## src/rtl/uart_tx_if.sv

```systemverilog
// Parallel-side handshake and serial line of the UART transmitter.
// The master side supplies frames and the slave side is the transmitter.
interface uart_tx_if #(
  parameter int DATA_BITS = 8
);
  logic [DATA_BITS-1:0] Tx_Data;
  logic                 Tx_Start;
  logic                 BIST_Mode;
  logic                 Tx_Serial;
  logic                 Tx_Busy;
  logic                 Tx_Ack;
  logic                 Tx_Done;

  modport master (
    output Tx_Data, Tx_Start, BIST_Mode,
    input  Tx_Serial, Tx_Busy, Tx_Ack, Tx_Done
  );

  modport slave (
    input  Tx_Data, Tx_Start, BIST_Mode,
    output Tx_Serial, Tx_Busy, Tx_Ack, Tx_Done
  );
endinterface

```

## src/rtl/uart_tx.sv

```systemverilog
// UART transmitter: start bit, LSB-first data, optional parity, 1-2 stop bits.
// Every output is a register; the frame is fixed once Tx_Data is latched.
module uart_tx #(
  parameter int DATA_BITS    = 8,
  parameter int CLKS_PER_BIT = 16,
  parameter int PARITY_EN    = 0,
  parameter int PARITY_ODD   = 0,
  parameter int STOP_BITS    = 1
) (
  input logic      Clk,
  input logic      Rst,
  uart_tx_if.slave bus
);

  localparam int CNT_W = $clog2(CLKS_PER_BIT * 2);
  localparam int IDX_W = $clog2(DATA_BITS);
  localparam logic [CNT_W-1:0] BIT_LAST  = CNT_W'(CLKS_PER_BIT - 1);
  localparam logic [CNT_W-1:0] STOP_LAST = CNT_W'(STOP_BITS * CLKS_PER_BIT - 1);
  localparam logic [IDX_W-1:0] IDX_LAST  = IDX_W'(DATA_BITS - 1);

  typedef enum logic [2:0] {
    IDLE,
    START,
    DATA,
    PARITY,
    STOP
  } state_t;

  state_t               state;
  logic [CNT_W-1:0]     bit_cnt;
  logic [IDX_W-1:0]     bit_idx;
  logic [DATA_BITS-1:0] shreg;
  logic                 par_bit;

  function automatic logic parity_of(input logic [DATA_BITS-1:0] d);
    return (^d) ^ (PARITY_ODD != 0);
  endfunction

  always_ff @(posedge Clk) begin
    if (Rst) begin
      state         <= IDLE;
      bit_cnt       <= '0;
      bit_idx       <= '0;
      shreg         <= '0;
      par_bit       <= 1'b0;
      bus.Tx_Serial <= 1'b1;
      bus.Tx_Busy   <= 1'b0;
      bus.Tx_Ack    <= 1'b0;
      bus.Tx_Done   <= 1'b0;
    end else begin
      bus.Tx_Ack  <= 1'b0;
      bus.Tx_Done <= 1'b0;
      case (state)
        IDLE: begin
          if (bus.Tx_Start && !bus.BIST_Mode) begin
            state         <= START;
            shreg         <= bus.Tx_Data;
            // Parity is taken from the payload at acceptance, before shifting starts.
            par_bit       <= parity_of(bus.Tx_Data);
            bit_cnt       <= '0;
            bit_idx       <= '0;
            bus.Tx_Serial <= 1'b0;
            bus.Tx_Busy   <= 1'b1;
            bus.Tx_Ack    <= 1'b1;
          end
        end
        START: begin
          if (bit_cnt == BIT_LAST) begin
            state         <= DATA;
            bit_cnt       <= '0;
            bus.Tx_Serial <= shreg[0];
          end else begin
            bit_cnt <= bit_cnt + CNT_W'(1);
          end
        end
        DATA: begin
          if (bit_cnt == BIT_LAST) begin
            bit_cnt <= '0;
            if (bit_idx == IDX_LAST) begin
              if (PARITY_EN != 0) begin
                state         <= PARITY;
                bus.Tx_Serial <= par_bit;
              end else begin
                state         <= STOP;
                bus.Tx_Serial <= 1'b1;
              end
            end else begin
              // Line carries shreg[0]; the next bit is shreg[1] before the shift lands.
              bit_idx       <= bit_idx + IDX_W'(1);
              shreg         <= shreg >> 1;
              bus.Tx_Serial <= shreg[1];
            end
          end else begin
            bit_cnt <= bit_cnt + CNT_W'(1);
          end
        end
        PARITY: begin
          if (bit_cnt == BIT_LAST) begin
            state         <= STOP;
            bit_cnt       <= '0;
            bus.Tx_Serial <= 1'b1;
          end else begin
            bit_cnt <= bit_cnt + CNT_W'(1);
          end
        end
        STOP: begin
          if (bit_cnt == STOP_LAST) begin
            state         <= IDLE;
            bit_cnt       <= '0;
            bit_idx       <= '0;
            bus.Tx_Serial <= 1'b1;
            bus.Tx_Busy   <= 1'b0;
            bus.Tx_Done   <= 1'b1;
          end else begin
            bit_cnt <= bit_cnt + CNT_W'(1);
          end
        end
        default: state <= IDLE;
      endcase
    end
  end

endmodule

```

## src/flat_wrapper.sv

```systemverilog
// flat-port wrapper written by rule: the top's interface ports become plain ports
module uart_tx_flat 
#(
  parameter int DATA_BITS    = 8,
  parameter int CLKS_PER_BIT = 16,
  parameter int PARITY_EN    = 0,
  parameter int PARITY_ODD   = 0,
  parameter int STOP_BITS    = 1
)
  (Clk, Rst, bus_Tx_Data, bus_Tx_Start, bus_BIST_Mode, bus_Tx_Serial, bus_Tx_Busy, bus_Tx_Ack, bus_Tx_Done);
  uart_tx_if #(.DATA_BITS(DATA_BITS)) bus_i ();
  input logic Clk;
  input logic Rst;
  input wire logic [$bits(bus_i.Tx_Data)-1:0] bus_Tx_Data;
  input wire logic [$bits(bus_i.Tx_Start)-1:0] bus_Tx_Start;
  input wire logic [$bits(bus_i.BIST_Mode)-1:0] bus_BIST_Mode;
  output wire logic [$bits(bus_i.Tx_Serial)-1:0] bus_Tx_Serial;
  output wire logic [$bits(bus_i.Tx_Busy)-1:0] bus_Tx_Busy;
  output wire logic [$bits(bus_i.Tx_Ack)-1:0] bus_Tx_Ack;
  output wire logic [$bits(bus_i.Tx_Done)-1:0] bus_Tx_Done;
  assign bus_i.Tx_Data = bus_Tx_Data;
  assign bus_i.Tx_Start = bus_Tx_Start;
  assign bus_i.BIST_Mode = bus_BIST_Mode;
  assign bus_Tx_Serial = bus_i.Tx_Serial;
  assign bus_Tx_Busy = bus_i.Tx_Busy;
  assign bus_Tx_Ack = bus_i.Tx_Ack;
  assign bus_Tx_Done = bus_i.Tx_Done;
  uart_tx #(.DATA_BITS(DATA_BITS), .CLKS_PER_BIT(CLKS_PER_BIT), .PARITY_EN(PARITY_EN), .PARITY_ODD(PARITY_ODD), .STOP_BITS(STOP_BITS)) u_core (.Clk(Clk), .Rst(Rst), .bus(bus_i));
endmodule
```

## config.mk

```make
export PLATFORM = sky130hd
export DESIGN_NAME = uart_tx_flat
export DESIGN_NICKNAME = d
export VERILOG_FILES = /design/src/rtl/uart_tx_if.sv /design/src/rtl/uart_tx.sv /design/src/flat_wrapper.sv
export SDC_FILE = /design/constraint.sdc
export NUM_CORES = 1
export LEC_CHECK = 0
export CAP_MARGIN = 15
export CORE_ASPECT_RATIO = 1.2
export CORE_UTILIZATION = 50
export DETAILED_ROUTE_END_ITERATION = 12
export PLACE_DENSITY = 0.74
export SLEW_MARGIN = 10
export SYNTH_ARGS = -nofsm -noshare
export SYNTH_HDL_FRONTEND = slang
export SYNTH_SLANG_ARGS = --single-unit
```

## constraint.sdc

```tcl
create_clock -name Clk -period 4.5 [get_ports Clk]
set_clock_uncertainty 0.05 [all_clocks]
set_input_delay 0.9 -clock Clk [delete_from_list [all_inputs] [get_ports Clk]]
set_output_delay 0.9 -clock Clk [all_outputs]
set_load 0.01 [all_outputs]
```

==> metrics <==
Slew Viols, Final=0; Cell Area, Synth=0.001192 mm2; largest net degree at the start of global routing=23; hold path start=u_core.shreg[7]; CP max FO=6; post-DP HPWL=around 1.7 mm; Synth Register Bits=23; HP Class=reg -> reg; post-placement cell count=~170; hold_buf cts=0; Crit path required time=roughly 4.6 ns; crit start category=primary input; die area=~0.0026 mm2; clk_lat worst skew=~0.31 ns; r2r endpoint=u_core.bit_idx[1]; wl on met1=~1.1 mm; # Max-Cap Violations=0; drt wl/cell=roughly 14 um; Initial Util=a little over half; clock sink count=23; Non-Filler Cell Area, Final=approximately 0.0014 mm2; post-cts resize count=0; Area Overhead vs Synth=14.90%; GRT overflow=0; total length of routed met2 wires=about 1.2 mm; Synth top area share=38.61%; Setup WS post-layout=roughly 2.0 ns; largest cells by area after synthesis=dfxtp_1, mux2i_1, nor2_1; number of CTS-inserted buffers=3; Synth Area per Inst=9.172 um2; Net count, final=~160; pwr dens=265.2 mW/mm2; Reg2Reg Setup Slack=between 2 and 2.5 ns; syn_nets=approximately 150; first-pass iteration count of the detailed router=4; via count=approximately 1000; initial antenna violation count=0; CP arrival=~2.6 ns; FMAX=just over 400 MHz; final hold violations=0; worst r2r src=u_core.bit_idx[0]; DRC=0; vias in the first global route=roughly 1000; Core Area=0.002282 mm2; Final setup violation count=0; metal3 WL=about 54 um; Non-Filler Instances=between 150 and 200; Cell Area, Placed=0.001343 mm2; I/O Buffers=15; root cell of the clock tree=clkbuf_4; Slew HR=between 40% and 50%; pre-CTS WS=between 1.5 and 2 ns; Critical Setup Path Class=in -> reg; post-CTS setup buffer count=0; routed vias/inst=approximately 6; hold endpoint=u_core.shreg[7]; Synth area leader=dfxtp_1; Routed Antenna Nets=0; Final Core Density=between 60% and 70%; GRT Total Usage=20.89%; top routing layer in use=met4; Routed WL=between 2 and 2.5 mm; Mapped Cells=between 100 and 150; setup_tns=0 ns; Worst-path clk slew=~0.13 ns; die height=roughly 55 um; sequential area share after synthesis=between 30 and 40%; Top Ports=16; CTS tree=done; ratio of cells with drive above 1 in the final layout=a little under a tenth; FP Rows=19; status=complete, no violations; CP Capture Type=flop; Register-to-Register Path Depth=6; Slew @ Worst Pin=a little under 0.9 ns; Tcrit/Tclk final=54.76%; min Tclk post-route=between 2 and 2.5 ns; 1st-iter DRT viols=17; RSZ-0062 raised after global routing=no; Hold Path Stages=2; Leak=around 0.00049 uW; first-pass GRT wire length=4.036 mm; die width=46.58 um; maximum vdd ir drop=~0.19 mV; Max Buffers Root-to-Sink=2; yosys warns=0; htree depth=1; antenna cells=0; Cell variety after synth=43; final RePlAce weighted congestion=roughly 0.8
-- metrics by stage --
step	total power [uW]	hold slack, ns
floorplan	253.4	0.3954
global placement	271.2	0.4070
global route	381.8	0.4627
detailed placement	273.2	0.4169
CTS	365.5	0.4347
finish	363.3	0.4333
-- critical path: stages --
cell and delay [ns]:
clkdlybuf4s50_1 0.49, or4b_4 0.53, nor2_1 0.37, o2111ai_1 0.21, o41ai_1 0.11
-- area by class of cell --
class / count / area [um2]
clock inverter: 1 / 5.005
inverter: 3 / 11.26
timing repair buffer: 16 / 157.7
clock buffer: 3 / 22.52
fill: 222 / 912.1
tap: 31 / 38.79
multi-input combinational: 95 / 674.4
sequential: 23 / 460.4
-- metal layers --
layer | track usage [%] | vias up
li1 | - | 511
met5 | 0 | -
met3 | 3.268 | 4
met1 | 24.07 | 476
met2 | 35.32 | 15
met4 | 10.08 | 0
-- synth_stat cells, drive strengths merged --
| master | instances |
|---|---|
| nor3b | 3 |
| and3 | 2 |
| a211oi | 9 |
| nand4b | 1 |
| o31a | 1 |
| o211ai | 1 |
| nor4b | 2 |
| or2 | 1 |
| o21ai | 6 |
| nand3 | 2 |
| and4b | 1 |
| or3 | 2 |
| a22oi | 1 |
| a31oi | 2 |
| buf | 5 |
| nand2b | 2 |
| nand4 | 1 |
| nor2b | 1 |
| nand3b | 1 |
| nor3 | 4 |
| clkbuf | 4 |
| o2111ai | 2 |
| dfxtp | 23 |
| or3b | 1 |
| a21oi | 6 |
| inv | 3 |
| nor2 | 16 |
| xor2 | 1 |
| a2111oi | 1 |
| o21bai | 1 |
| o41ai | 2 |
| ha | 3 |
| mux2i | 9 |
| nand2 | 4 |
| o21a | 2 |
| o22ai | 2 |
| or4b | 2 |
-- report_power, final --
part           switching, uW  internal, uW
Combinational           23.9          25.5
Clock                   61.6          33.2
Sequential              6.99           212
Total                   92.5           271
-- cell families after synthesis --
group,share of synthesized area [%]
multiplexers,7.555
XOR/XNOR,0.7347
AO/OA/AOI/OAI,22.77
buffers and inverters,4.826
flip-flops,38.61
AND/OR/NAND/NOR,22.35
adder cells (fa/ha/maj),3.148
-- cells in the final DEF, fill, tap and decap left out, types with 2 or more instances in the layout --
cell,n
dfxtp_1,23
nor2_1,16
clkdlybuf4s50_1,15
mux2i_1,9
a21oi_1,6
o21ai_0,6
a211oi_1,6
nand2_1,4
nor3_1,4
nor3b_1,3
a211oi_2,3
inv_1,3
ha_1,3
clkbuf_4,3
nand3_1,2
o21a_1,2
nor4b_1,2
or3_1,2
and3_1,2
a31oi_1,2
nand2b_1,2
o2111ai_1,2
o41ai_1,2
-- worst max path at each step --
stage                             start  cells past startpoint  slack, ns                 to
after floorplan           bus_BIST_Mode                      5       2.38    u_core.shreg[4]
after global placement     bus_Tx_Start                      5       1.78    u_core.shreg[7]
after detailed placement   bus_Tx_Start                      5       1.73    u_core.shreg[0]
after CTS                  bus_Tx_Start                      5       2.06    u_core.shreg[0]
after global routing       bus_Tx_Start                      5       1.99    u_core.shreg[1]
final                      bus_Tx_Start                      5       2.04  u_core.bit_idx[1]
-- sequential cells by signal, indices dropped and copies added (netlist names) --
register              cells
u_core.bit_cnt            5
u_core.bit_idx            3
u_core.bus.Tx_Ack         1
u_core.bus.Tx_Busy        1
u_core.bus.Tx_Done        1
u_core.bus.Tx_Serial      1
u_core.shreg              8
u_core.state              3
Note: power is estimated with default switching activity, not from simulation.
